**src/rtl/start_light_seq.sv**
```systemverilog
// start_light_seq: start-light sequencer. A trigger on a tick fills an
// N_LEDS-wide bar one lamp per tick while enabling the LFSR, then holds
// start_delay until time_out. Defining START_LIGHT_FALSE_START_EN compiles
// in false-start detection (FAULT state with a blinking bar).
module start_light_seq #(
  parameter int unsigned N_LEDS         = 10,
  parameter bit          FILL_MSB_FIRST = 1'b1,
  parameter int unsigned FAULT_TICKS    = 8
) (
  input  logic              clk,
  input  logic              rst,
  input  logic              tick,
  input  logic              trigger,
  input  logic              time_out,
  input  logic              react,
  output logic              en_lfsr,
  output logic              start_delay,
  output logic [N_LEDS-1:0] led,
  output logic              busy,
  output logic              done,
  output logic              false_start
);

  localparam int unsigned     CW       = $clog2(N_LEDS + 1);
  localparam logic [CW-1:0]   CNT_FULL = CW'(N_LEDS);

  typedef enum logic [1:0] {
    S_IDLE,
    S_FILL,
    S_HOLD
`ifdef START_LIGHT_FALSE_START_EN
    , S_FAULT
`endif
  } state_t;

  state_t          state_q, state_d;
  logic [CW-1:0]   cnt_q, cnt_d;
  logic            done_q, done_d;
  logic [N_LEDS-1:0] led_fill;

`ifdef START_LIGHT_FALSE_START_EN
  localparam logic [7:0] FAULT_LAST = 8'(FAULT_TICKS);
  logic [7:0] fcnt_q, fcnt_d;
  logic       blink_q, blink_d;
`else
  localparam int unsigned unused_fault_ticks = FAULT_TICKS;
  logic unused_react;
  always_comb unused_react = react;
`endif

  // State, lamp counter and registered done pulse
  always_ff @(posedge clk) begin
    if (rst) begin
      state_q <= S_IDLE;
      cnt_q   <= '0;
      done_q  <= 1'b0;
`ifdef START_LIGHT_FALSE_START_EN
      fcnt_q  <= '0;
      blink_q <= 1'b0;
`endif
    end else begin
      state_q <= state_d;
      cnt_q   <= cnt_d;
      done_q  <= done_d;
`ifdef START_LIGHT_FALSE_START_EN
      fcnt_q  <= fcnt_d;
      blink_q <= blink_d;
`endif
    end
  end

  // Next-state logic; react takes priority over tick and time_out
  always_comb begin
    state_d = state_q;
    cnt_d   = cnt_q;
    done_d  = 1'b0;
`ifdef START_LIGHT_FALSE_START_EN
    fcnt_d  = fcnt_q;
    blink_d = blink_q;
`endif
    case (state_q)
      S_IDLE: begin
        cnt_d = '0;
        if (trigger && tick) begin
          state_d = S_FILL;
          cnt_d   = CW'(1);
        end
      end
      S_FILL: begin
`ifdef START_LIGHT_FALSE_START_EN
        if (react) begin
          state_d = S_FAULT;
          cnt_d   = '0;
          fcnt_d  = '0;
          blink_d = 1'b1;
        end else
`endif
        if (tick) begin
          cnt_d = cnt_q + CW'(1);
          if (cnt_d == CNT_FULL) state_d = S_HOLD;
        end
      end
      S_HOLD: begin
`ifdef START_LIGHT_FALSE_START_EN
        if (react) begin
          state_d = S_FAULT;
          cnt_d   = '0;
          fcnt_d  = '0;
          blink_d = 1'b1;
        end else
`endif
        if (time_out) begin
          state_d = S_IDLE;
          cnt_d   = '0;
          done_d  = 1'b1;
        end
      end
`ifdef START_LIGHT_FALSE_START_EN
      S_FAULT: begin
        if (tick) begin
          fcnt_d  = fcnt_q + 8'd1;
          blink_d = ~blink_q;
          if (fcnt_d == FAULT_LAST) state_d = S_IDLE;
        end
      end
`endif
      default: begin
        state_d = S_IDLE;
        cnt_d   = '0;
      end
    endcase
  end

  // Thermometer code of cnt lamps anchored at the selected end of the bar
  always_comb begin
    led_fill = '0;
    for (int unsigned i = 0; i < N_LEDS; i++) begin
      if (FILL_MSB_FIRST) led_fill[i] = (i + 32'(cnt_q)) >= N_LEDS;
      else                led_fill[i] = i < 32'(cnt_q);
    end
  end

  // Moore output decode from registered state
  always_comb begin
    led         = '0;
    en_lfsr     = 1'b0;
    start_delay = 1'b0;
    false_start = 1'b0;
    busy        = (state_q != S_IDLE);
    done        = done_q;
    case (state_q)
      S_FILL: begin
        led     = led_fill;
        en_lfsr = 1'b1;
      end
      S_HOLD: begin
        led         = '1;
        start_delay = 1'b1;
      end
`ifdef START_LIGHT_FALSE_START_EN
      S_FAULT: begin
        led         = blink_q ? '1 : '0;
        false_start = 1'b1;
      end
`endif
      default: ;
    endcase
  end

endmodule

```
**config.mk**
```make
export PLATFORM = sky130hd
export DESIGN_NAME = start_light_seq
export DESIGN_NICKNAME = d
export VERILOG_FILES = /design/src/rtl/start_light_seq.sv
export SDC_FILE = /design/constraint.sdc
export NUM_CORES = 1
export LEC_CHECK = 0
export ABC_AREA = 1
export CAP_MARGIN = 20
export CORE_UTILIZATION = 44
export DETAILED_ROUTE_END_ITERATION = 12
export GPL_TIMING_DRIVEN = 0
export HOLD_SLACK_MARGIN = 0.03
export PLACE_DENSITY = 0.72
export SYNTH_ARGS = -nofsm -noshare
export SYNTH_HDL_FRONTEND = slang
export SYNTH_SLANG_ARGS = --single-unit
```
**constraint.sdc**
```tcl
create_clock -name clk -period 2.4 [get_ports clk]
set_input_delay 0.72 -clock clk [delete_from_list [all_inputs] [get_ports clk]]
set_output_delay 0.72 -clock clk [all_outputs]
set_load 0.03 [all_outputs]
```
==> qor.tcl, run 1 <==
set qor(run_status) {complete, but fails checks}
set qor(violations) {negative setup slack}
set qor(maximum_clock_insertion_buffer_count) 2
set qor(number_of_enable_type_register_cells_in_the_synthesized_netlist) 0
set qor(die_area_mm2) 0.00215
set qor(share_seq_of_total_power) 0.291
set qor(seq_area_frac_synth) 0.162
set qor(delay_of_the_slowest_critical_path_stage_ns) 0.33
set qor(finalWirelength_mm) 2.21
set qor(grt_overflow) 0
set qor(floorplan.die.height_um) 46.4
set qor(crit_required_ns) 1.68
set qor(synthTopCellsByArea) {sky130_fd_sc_hd__nand2_1, sky130_fd_sc_hd__dfxtp_1, sky130_fd_sc_hd__ha_1}
set qor(hold_slack_ns) 0.509
set qor(critPathKind) {flop to output pin}
set qor(synth_fp_nets) 165
set qor(skew_ns) 0.00437
set qor(critical_path_peak_fanout) 4
set qor(num-nets-final) 193
set qor(clk_transition_reported_paths_ns) 0.05
set qor(drive_gt1_frac) 0.354
set qor(most_instantiated_cells_after_synthesis) {sky130_fd_sc_hd__nand2_1, sky130_fd_sc_hd__a21oi_1, sky130_fd_sc_hd__inv_1, sky130_fd_sc_hd__ha_1, sky130_fd_sc_hd__nand3_1}
set qor(ys_seq_elements) 7
set qor(path_delay_family) {buffers and inverters}
set qor(leakagePower_nw) 0.594
set qor(area_growth_syn_to_layout_pct) 45.5
set qor(grt_pass1_wl_mm) 3.48
set qor(setup_violations) 2
set qor(unrepaired_setup_endpoints_after_global_routing) {yes}
set qor(post_synth_num_cell_types) 24
set qor(fmaxAchievable_mhz) 410
set qor(timing.final.crit_period_ns) 2.44
set qor(vdd_drop_max_uv) 398
set qor(holdCritPathClass) {flop to flop}
set qor(cts_root_buffer) {sky130_fd_sc_hd__clkbuf_4}
set qor(start_kind) {flop}
set qor(standard_cell_core_area_mm2) 0.00178
set qor(routabilityCongestion) 0.797
set qor(nFillCells) 157
set qor(synth.yosys.warnings) 0
set qor(critical-path-slowest-cell) {sky130_fd_sc_hd__dfxtp_2}
set qor(start_of_the_worst_register_to_register_path) {state_q[0]}
set qor(synth_top_cell_by_area) {sky130_fd_sc_hd__nand2_1}
set qor(start_util) 0.486
set qor(drcViolationCount) 0
set qor(numPortBuffers) 18
set qor(count_of_h_tree_levels_built_during_cts) 1
set qor(grt_start_max_net_pins) 12
set qor(cp_num_cells) 11
set qor(grt.total_usage) 0.224
set qor(cts_inserted_buffers) 3
set qor(core.rowCount) 15
set qor(vias_per_cell) 5.23
set qor(crit_start) {cnt_q[1]}
set qor(synth_flop_cell) {sky130_fd_sc_hd__dfxtp_1}
set qor(post_synth_inst_count) 148
set qor(p_sw_w) 0.000190
set qor(place_hpwl_mm) 1.60
set qor(routed_wire_length_per_instance_um) 11.1
set qor(hold-path-cell-count) 2
set qor(power.share.combinational) 0.489
set qor(critical_path.most_common_cell) {sky130_fd_sc_hd__nand2_1}
set qor(synth_most_common_cell) {sky130_fd_sc_hd__nand2_1}
set qor(via_count) 1045
set qor(post-synth-top-area-fraction) 0.225
set qor(fp.dieW_um) 46.4
set qor(fin_crit_sh) 1.02
set qor(cts_num_sinks) 7
set qor(grt_antenna_before_repair) 0
set qor(power_density_mw_per_mm2) 371
set qor(report.final.hold_viol_count) 0
set qor(setup.worst_path.end) {led[7]}
set qor(cts-hold-fix-buffers) 0
set qor(clock_latency_of_the_later_clocked_register_in_the_worst_skew_pair_ns) 0.24
set qor(synthesis.area_per_instance_um2) 5.86
set qor(drt-initial-drc-count) 17
set qor(min-delay-start) {state_q[1]}
set qor(internal_power_w) 0.000278
set qor(reg2reg_setup_slack_ns) 0.95
set qor(final_antenna_net_count) 0
set qor(worst-r2r-cell-count) 8
set qor(timing.critical_path.to_type) {output pin}
set qor(total_power_w) 0.000468
set qor(antennaDiodeCount) 0
set qor(grt_pass1_vias) 893
set qor(r2r_end) {state_q[0]}
set qor(synthesis.area_um2) 867
set qor(slew_viol_final) 0
set qor(crit_arrival_ns) 1.72
set qor(area_taken_by_multi_input_logic_gates_um2) 707
set qor(ordered_list_of_cells_on_the_worst_path) {buf_6, clkinvlp_4, ha_4, inv_2, nor2_4, nand2_1, nand3_1, nand2_1, nand2_1, a21oi_2, buf_6}
set qor(num_io_pins) 21
set qor(max_cap_violations) 0
set qor(final_worst_setup_slack_ns) -0.0364
set qor(seqCellArea_um2) 148
set qor(drt_first_pass_iters) 4
set qor(cp_num_buf_inv) 4
set qor(asyncSetResetFlopFracSynth) 0
set qor(share_clk_of_total_power) 0.220
set qor(sw_frac) 0.406
set qor(cts_tree) {built}
area by class of cell:
cell class              count  share of cell area
repair buffers             24               0.169
inverters                  20              0.0694
well taps                  25              0.0248
plain buffers               5              0.0387
multi-input cells         115               0.561
flip-flops and latches      7               0.117
clock buffers               4              0.0208
kinds of logic after synthesis:
group / after synthesis / share of synthesized area
and+or+nand+nor: 77 / 0.381
buffers and inverters: 26 / 0.139
DFF: 7 / 0.162
other: 1 / 0.00432
adders and majority gates: 11 / 0.159
AOI/OAI and AO/OA: 26 / 0.156
flip-flops by register name, summed over array words and instances, names as in the netlist:
signal and count:
done 1, cnt_q 4, state_q 2
worst min-delay path by stage:
stage                             to  slack (ns)
final                     state_q[1]        0.51
after global routing      state_q[1]        0.53
after CTS                 state_q[1]        0.51
after detailed placement  state_q[1]        0.51
after global placement    state_q[1]        0.50
after floorplan           state_q[1]        0.48
power by group through the flow:
stage / logic, W / clock network [W] / registers, W
2_1_floorplan: 0.000137 / 0 / 0.000133
3_3_place_gp: 0.000181 / 0 / 0.000135
3_5_place_dp: 0.000183 / 0 / 0.000136
4_1_cts: 0.000211 / 0.000105 / 0.000136
5_1_grt: 0.000251 / 0.000114 / 0.000137
6_report: 0.000229 / 0.000103 / 0.000136
metrics by stage:
stage	instance area, um2	setup TNS (ns)	setup slack [ns]	instances	utilization
after CTS	1170	-0.0873	-0.0533	199	0.654
after floorplan	867	0	0.0136	148	-
after global placement	1080	-3.12	-0.450	191	0.605
final	1260	-0.0455	-0.0364	200	0.707
after detailed placement	1080	-3.32	-0.481	191	0.605
after global routing	1260	-0.696	-0.126	200	0.707
tightest hold or removal path, stage by stage (launching register included):
cell,delay (ns)
sky130_fd_sc_hd__dfxtp_1,0.30
sky130_fd_sc_hd__inv_1,0.09
sky130_fd_sc_hd__a21oi_1,0.07
what timing repair did:
item | in CTS | in global routing
pin swaps | 4 | 6
setup endpoints to repair | 10 | 11
setup buffers | 5 | 1
gates resized for setup | 69 | 28
per-layer routing:
metal | vias to the layer above | track usage | routed length (um)
met1 | 494 | 0.241 | 932
met2 | 18 | 0.447 | 1210
met3 | 2 | 0.0118 | 51
met4 | 0 | 0.0706 | 18
li1 | 531 | - | -
met5 | - | 0 | 0
cell usage in the layout, fill, tap and decap left out, types with 2 or more instances in the layout:
| master | count |
|---|---|
| sky130_fd_sc_hd__nand2_1 | 47 |
| sky130_fd_sc_hd__a21oi_1 | 16 |
| sky130_fd_sc_hd__inv_1 | 13 |
| sky130_fd_sc_hd__buf_4 | 11 |
| sky130_fd_sc_hd__nand2_2 | 8 |
| sky130_fd_sc_hd__clkdlybuf4s50_1 | 7 |
| sky130_fd_sc_hd__buf_6 | 6 |
| sky130_fd_sc_hd__nand3_1 | 6 |
| sky130_fd_sc_hd__nand3_2 | 6 |
| sky130_fd_sc_hd__ha_1 | 6 |
| sky130_fd_sc_hd__nor2_1 | 4 |
| sky130_fd_sc_hd__o21ai_0 | 4 |
| sky130_fd_sc_hd__clkbuf_4 | 4 |
| sky130_fd_sc_hd__a21oi_2 | 4 |
| sky130_fd_sc_hd__inv_2 | 3 |
| sky130_fd_sc_hd__nor2_4 | 3 |
| sky130_fd_sc_hd__ha_2 | 3 |
| sky130_fd_sc_hd__dfxtp_2 | 3 |
| sky130_fd_sc_hd__dfxtp_1 | 3 |
| sky130_fd_sc_hd__clkinvlp_4 | 2 |
| sky130_fd_sc_hd__inv_4 | 2 |
| sky130_fd_sc_hd__ha_4 | 2 |
| sky130_fd_sc_hd__buf_2 | 2 |
Power figures use the tool's default switching activity.
==> run 2, diff against run 1 <==
- ABC_AREA: 1 -> unset
- PLACE_DENSITY: 0.72 -> 0.76
==> qor.tcl, run 2 <==
set qor(synthTopCellsByArea) {sky130_fd_sc_hd__dfxtp_1, sky130_fd_sc_hd__ha_1, sky130_fd_sc_hd__a21oi_1}
set qor(maximum_clock_insertion_buffer_count) 2
set qor(routed_wire_length_per_instance_um) 15.2
set qor(final_worst_setup_slack_ns) -0.219
set qor(numPortBuffers) 18
set qor(largest-register) {cnt_q}
set qor(standard_cell_core_area_mm2) 0.00198
set qor(synthesis.area_um2) 937
set qor(power_density_mw_per_mm2) 531
set qor(timing.final.crit_period_ns) 2.62
set qor(cts_num_sinks) 7
set qor(synth_fp_nets) 147
set qor(grt_start_max_net_pins) 11
set qor(drt-initial-drc-count) 35
set qor(fmaxAchievable_mhz) 382
set qor(start_util) 0.473
set qor(max_reg_flops) 4
set qor(most_instantiated_cells_after_synthesis) {sky130_fd_sc_hd__a21oi_1, sky130_fd_sc_hd__ha_1, sky130_fd_sc_hd__inv_1, sky130_fd_sc_hd__nand2_1}
set qor(max_cap_violations) 0
set qor(most_used_cells_in_the_layout_excluding_fill_and_tap_cells) {sky130_fd_sc_hd__buf_4, sky130_fd_sc_hd__a21oi_1, sky130_fd_sc_hd__nand2_1}
set qor(final_antenna_net_count) 0
set qor(post-synth-top-area-fraction) 0.150
set qor(leakagePower_nw) 0.596
set qor(die_area_mm2) 0.00232
set qor(core.rowCount) 16
set qor(grt_pass1_wl_mm) 3.82
set qor(setup_violations) 8
set qor(grt_overflow) 0
set qor(drive_gt1_frac) 0.401
set qor(synth_top_cell_by_area) {sky130_fd_sc_hd__dfxtp_1}
set qor(timing.critical_path.to_type) {output pin}
set qor(synth_flop_cell) {sky130_fd_sc_hd__dfxtp_1}
set qor(placed_instance_area_mm2) 0.00116
set qor(place_hpwl_mm) 1.86
set qor(post_synth_inst_count) 130
set qor(drcViolationCount) 0
set qor(crit_required_ns) 1.68
set qor(skew_ns) 0.00174
set qor(cts_root_buffer) {sky130_fd_sc_hd__clkbuf_4}
set qor(final_tns_setup_ns) -0.664
set qor(worst-r2r-cell-count) 6
set qor(clk_transition_reported_paths_ns) 0.06
set qor(number_of_enable_type_register_cells_in_the_synthesized_netlist) 0
set qor(layout_commonest_cell) {sky130_fd_sc_hd__buf_4}
set qor(final_area_mm2) 0.00152
set qor(grt_antenna_before_repair) 0
set qor(critPathKind) {flop to output pin}
set qor(routabilityCongestion) 0.826
set qor(count_of_h_tree_levels_built_during_cts) 1
set qor(area_growth_syn_to_layout_pct) 62.5
set qor(floorplan.die.height_um) 48.2
set qor(num_io_pins) 21
set qor(clock_latency_of_the_later_clocked_register_in_the_worst_skew_pair_ns) 0.26
set qor(holdCritPathClass) {flop to flop}
set qor(synthesis.area_per_instance_um2) 7.21
set qor(post_synth_num_cell_types) 41
set qor(vdd_drop_max_uv) 726
set qor(drt_first_pass_iters) 4
set qor(ys_seq_elements) 7
set qor(report.final.hold_viol_count) 0
set qor(via_count) 1111
set qor(num-nets-final) 185
set qor(violations) {negative setup slack}
set qor(finalWirelength_mm) 2.95
set qor(seq_area_frac_synth) 0.150
set qor(run_status) {complete, but fails checks}
set qor(grt.total_usage) 0.233
set qor(hold-path-cell-count) 2
set qor(fin_crit_sh) 1.09
set qor(vias_per_cell) 5.73
set qor(asyncSetResetFlopFracSynth) 0
set qor(grt_pass1_vias) 881
set qor(cts_tree) {built}
set qor(crit_arrival_ns) 1.90
set qor(synth.yosys.warnings) 0
set qor(cts_inserted_buffers) 3
set qor(antennaDiodeCount) 0
set qor(start_kind) {flop}
set qor(critical_path_peak_fanout) 5
set qor(fp.dieW_um) 48.2
set qor(synth_most_common_cell) {sky130_fd_sc_hd__a21oi_1}
set qor(slew_viol_final) 0
set qor(unrepaired_setup_endpoints_after_global_routing) {yes}
set qor(hold_slack_ns) 0.595
## run 2: worst paths after layout
kind	end	start	slack, ns
worst max-delay path	led[9]	cnt_q[0]	-0.22
worst min-delay path	state_q[1]	state_q[1]	0.59
worst max register to register	state_q[1]	state_q[1]	0.55
worst min register to register	state_q[1]	state_q[1]	0.59
## run 2: repair_timing
item / CTS / global route
setup endpoints to repair: 10 / 11
hold buffers: 0 / 0
buffers inserted: 6 / 9
resized for setup: 88 / 44
pin swaps: 4 / 7
## run 2: cell type report
type                       count  area (um2)
multi-input combinational    104         872
tap                           27        33.8
sequential                     7         153
clock buffer                   4        26.3
fill                         140         459
inverter                      10        48.8
timing repair buffer          33         288
buffer                         9         101
## run 2: critical path, cell delays in order (launching register included)
cell and delay, ns:
sky130_fd_sc_hd__dfxtp_4 0.37, sky130_fd_sc_hd__buf_6 0.11, sky130_fd_sc_hd__clkinvlp_4 0.11, sky130_fd_sc_hd__ha_4 0.30
sky130_fd_sc_hd__nor3_4 0.13, sky130_fd_sc_hd__nor2_2 0.07, sky130_fd_sc_hd__a2111oi_4 0.34, sky130_fd_sc_hd__o21ai_2 0.09
sky130_fd_sc_hd__buf_6 0.14
## run 2: power by group
part           internal [W]  total (W)  switching, W
sequential         0.000131   0.000145     0.0000138
combinational      0.000241   0.000549      0.000308
clock             0.0000639   0.000114     0.0000505
## run 2: per-layer routing
metal	GRT usage	up-vias	wire length, um
met4	0.0722	0	15
met3	0.0185	2	91
met1	0.293	537	1300
li1	-	540	-
met5	0	-	0
met2	0.416	32	1550
## run 2: metrics by stage
stage           util  total power, W  setup WS [ns]  std cells
2_1_floorplan      -        0.000411         -0.137        130
3_3_place_gp   0.585        0.000506          -1.01        175
3_5_place_dp   0.585        0.000516          -1.08        175
4_1_cts        0.672        0.000719         -0.209        185
5_1_grt        0.768        0.000848         -0.292        194
6_report       0.768        0.000809         -0.219        194
## run 2: kinds of logic after synthesis
group                    count (synthesis)  share of synthesized area
other                                    1                    0.00400
AND/OR/NAND/NOR                         42                      0.238
adder cells (fa/ha/maj)                 11                      0.147
buffers and inverters                   19                     0.0881
AO/OA/AOI/OAI                           45                      0.327
flip-flops                               7                      0.150
XOR/XNOR                                 5                     0.0467
==> run 3, diff against run 2 <==
- SLEW_MARGIN: unset -> 20
- clock period: 2.4 -> 3.2 ns (I/O delays scaled with it)
==> qor.tcl, run 3 (same netlist as run 2, synthesis figures left out) <==
set qor(run_status) {complete, no violations}
set qor(grt_antenna_before_repair) 0
set qor(max_reg_flops) 4
set qor(hold_slack_ns) 0.603
set qor(area_taken_by_multi_input_logic_gates_um2) 752
set qor(clock_latency_of_the_later_clocked_register_in_the_worst_skew_pair_ns) 0.27
set qor(slew_viol_final) 0
set qor(met3RoutedLength_um) 97
set qor(met1Wirelength_mm) 1.18
set qor(unrepaired_setup_endpoints_after_global_routing) {no}
set qor(crit_arrival_ns) 2.10
set qor(place_hpwl_mm) 1.82
set qor(grt.total_usage) 0.231
set qor(skew_ns) 0.00527
set qor(sw_frac) 0.467
set qor(die_area_mm2) 0.00232
set qor(vdd_drop_max_uv) 404
set qor(setup_violations) 0
set qor(via_count) 1062
set qor(drcViolationCount) 0
set qor(report.final.hold_viol_count) 0
set qor(final_worst_setup_slack_ns) 0.142
set qor(antennaDiodeCount) 0
set qor(area_growth_syn_to_layout_pct) 32.0
set qor(fp.dieW_um) 48.2
set qor(grt_overflow) 0
set qor(total_power_w) 0.000503
set qor(start_kind) {flop}
set qor(critPathKind) {flop to output pin}
set qor(p_sw_w) 0.000235
set qor(core.rowCount) 16
set qor(crit_required_ns) 2.24
set qor(fin_crit_sh) 0.956
set qor(power_density_mw_per_mm2) 407
set qor(seqCellArea_um2) 145
set qor(routed_wire_length_per_instance_um) 14.1
set qor(grt_pass1_vias) 897
set qor(max_cap_violations) 0
set qor(numPortBuffers) 18
set qor(drt_first_pass_iters) 4
set qor(start_util) 0.473
set qor(timing.final.crit_period_ns) 3.06
set qor(internal_power_w) 0.000268
set qor(count_of_h_tree_levels_built_during_cts) 1
set qor(nFillCells) 174
set qor(layout_commonest_cell) {sky130_fd_sc_hd__a21oi_1}
set qor(standard_cell_core_area_mm2) 0.00198
set qor(place_worst_setup_slack_ns) -0.492
set qor(grt_pass1_wl_mm) 3.82
set qor(fmaxAchievable_mhz) 327
set qor(max-slew-margin-rel) 0.663
set qor(share_clk_of_total_power) 0.177
set qor(reg2reg_setup_slack_ns) 1.36
set qor(timing.critical_path.to_type) {output pin}
set qor(largest-register) {cnt_q}
set qor(leakagePower_nw) 0.516
set qor(finalWirelength_mm) 2.54
set qor(most_used_cells_in_the_layout_excluding_fill_and_tap_cells) {sky130_fd_sc_hd__a21oi_1, sky130_fd_sc_hd__nand2_1, sky130_fd_sc_hd__inv_1, sky130_fd_sc_hd__ha_1, sky130_fd_sc_hd__clkdlybuf4s50_1}
set qor(highest_layer) {met4}
set qor(maximum_clock_insertion_buffer_count) 2
set qor(holdCritPathClass) {flop to flop}
set qor(drt-initial-drc-count) 35
set qor(num-nets-final) 171
set qor(final_antenna_net_count) 0
set qor(cts_inserted_buffers) 3
set qor(vias_per_cell) 5.90
set qor(power.share.combinational) 0.607
set qor(worst-slew-pin-transition_ns) 0.501
set qor(share_seq_of_total_power) 0.216
set qor(routabilityCongestion) 0.899
set qor(clk_transition_reported_paths_ns) 0.06
set qor(cts_root_buffer) {sky130_fd_sc_hd__clkbuf_4}
set qor(num_io_pins) 21
set qor(floorplan.die.height_um) 48.2
set qor(critical_path_peak_fanout) 10
set qor(drive_gt1_frac) 0.163
set qor(grt_start_max_net_pins) 11
set qor(wl_met2_mm) 1.26
set qor(cts_num_sinks) 7
set qor(cts_tree) {built}
[run 3: final timing paths]
path | startpoint | end | depth (start not counted)
setup / recovery | cnt_q[1] | led[9] | 8
hold / removal | state_q[0] | state_q[0] | 2
setup reg to reg | state_q[1] | state_q[1] | 6
hold reg to reg | state_q[0] | state_q[0] | 2
[run 3: repair_timing]
item                       4_1_cts  5_1_grt
setup endpoints to repair        8        5
hold buffers                     0        0
pin swaps                        0        1
hold endpoints to repair         0        0
gates resized for setup         28       14
setup buffers                    0        1
[run 3: cell type report]
cell class,count,share of cell area
well taps,27,0.0273
flip-flops and latches,7,0.117
multi-input cells,104,0.608
repair buffers,19,0.142
inverters,10,0.0334
clock buffers,4,0.0212
plain buffers,9,0.0516
[run 3: per-stage QoR]
step                      cells   util  instance area, um2  TNS, ns
after floorplan             130      -                 937        0
after detailed placement    175  0.581                1150   -0.811
after CTS                   179  0.604                1200        0
final                       180  0.624                1240        0
after global placement      175  0.581                1150   -0.688
after global routing        180  0.624                1240        0
[run 3: critical path, cell delays in order (launching register included)]
cell and delay (ns):
sky130_fd_sc_hd__dfxtp_4 0.39, sky130_fd_sc_hd__buf_6 0.16, sky130_fd_sc_hd__clkinvlp_4 0.15, sky130_fd_sc_hd__ha_4 0.26
sky130_fd_sc_hd__nor2_1 0.18, sky130_fd_sc_hd__a221oi_2 0.09, sky130_fd_sc_hd__a2111oi_2 0.27, sky130_fd_sc_hd__o21ai_1 0.13
sky130_fd_sc_hd__clkbuf_4 0.20
[run 3: power groups by stage]
stage / Sequential (W) / Combinational [W] / Clock, W
global placement: 0.000107 / 0.000265 / 0
detailed placement: 0.000108 / 0.000270 / 0
finish: 0.000109 / 0.000305 / 0.0000892
floorplan: 0.000106 / 0.000198 / 0
global route: 0.000110 / 0.000331 / 0.0000957
CTS: 0.000106 / 0.000292 / 0.0000921
[run 3: layer usage]
metal  up-vias  track usage
met5         -            0
met4         0       0.0667
met3         2       0.0259
met2        33        0.405
met1       518        0.296
li1        509            -
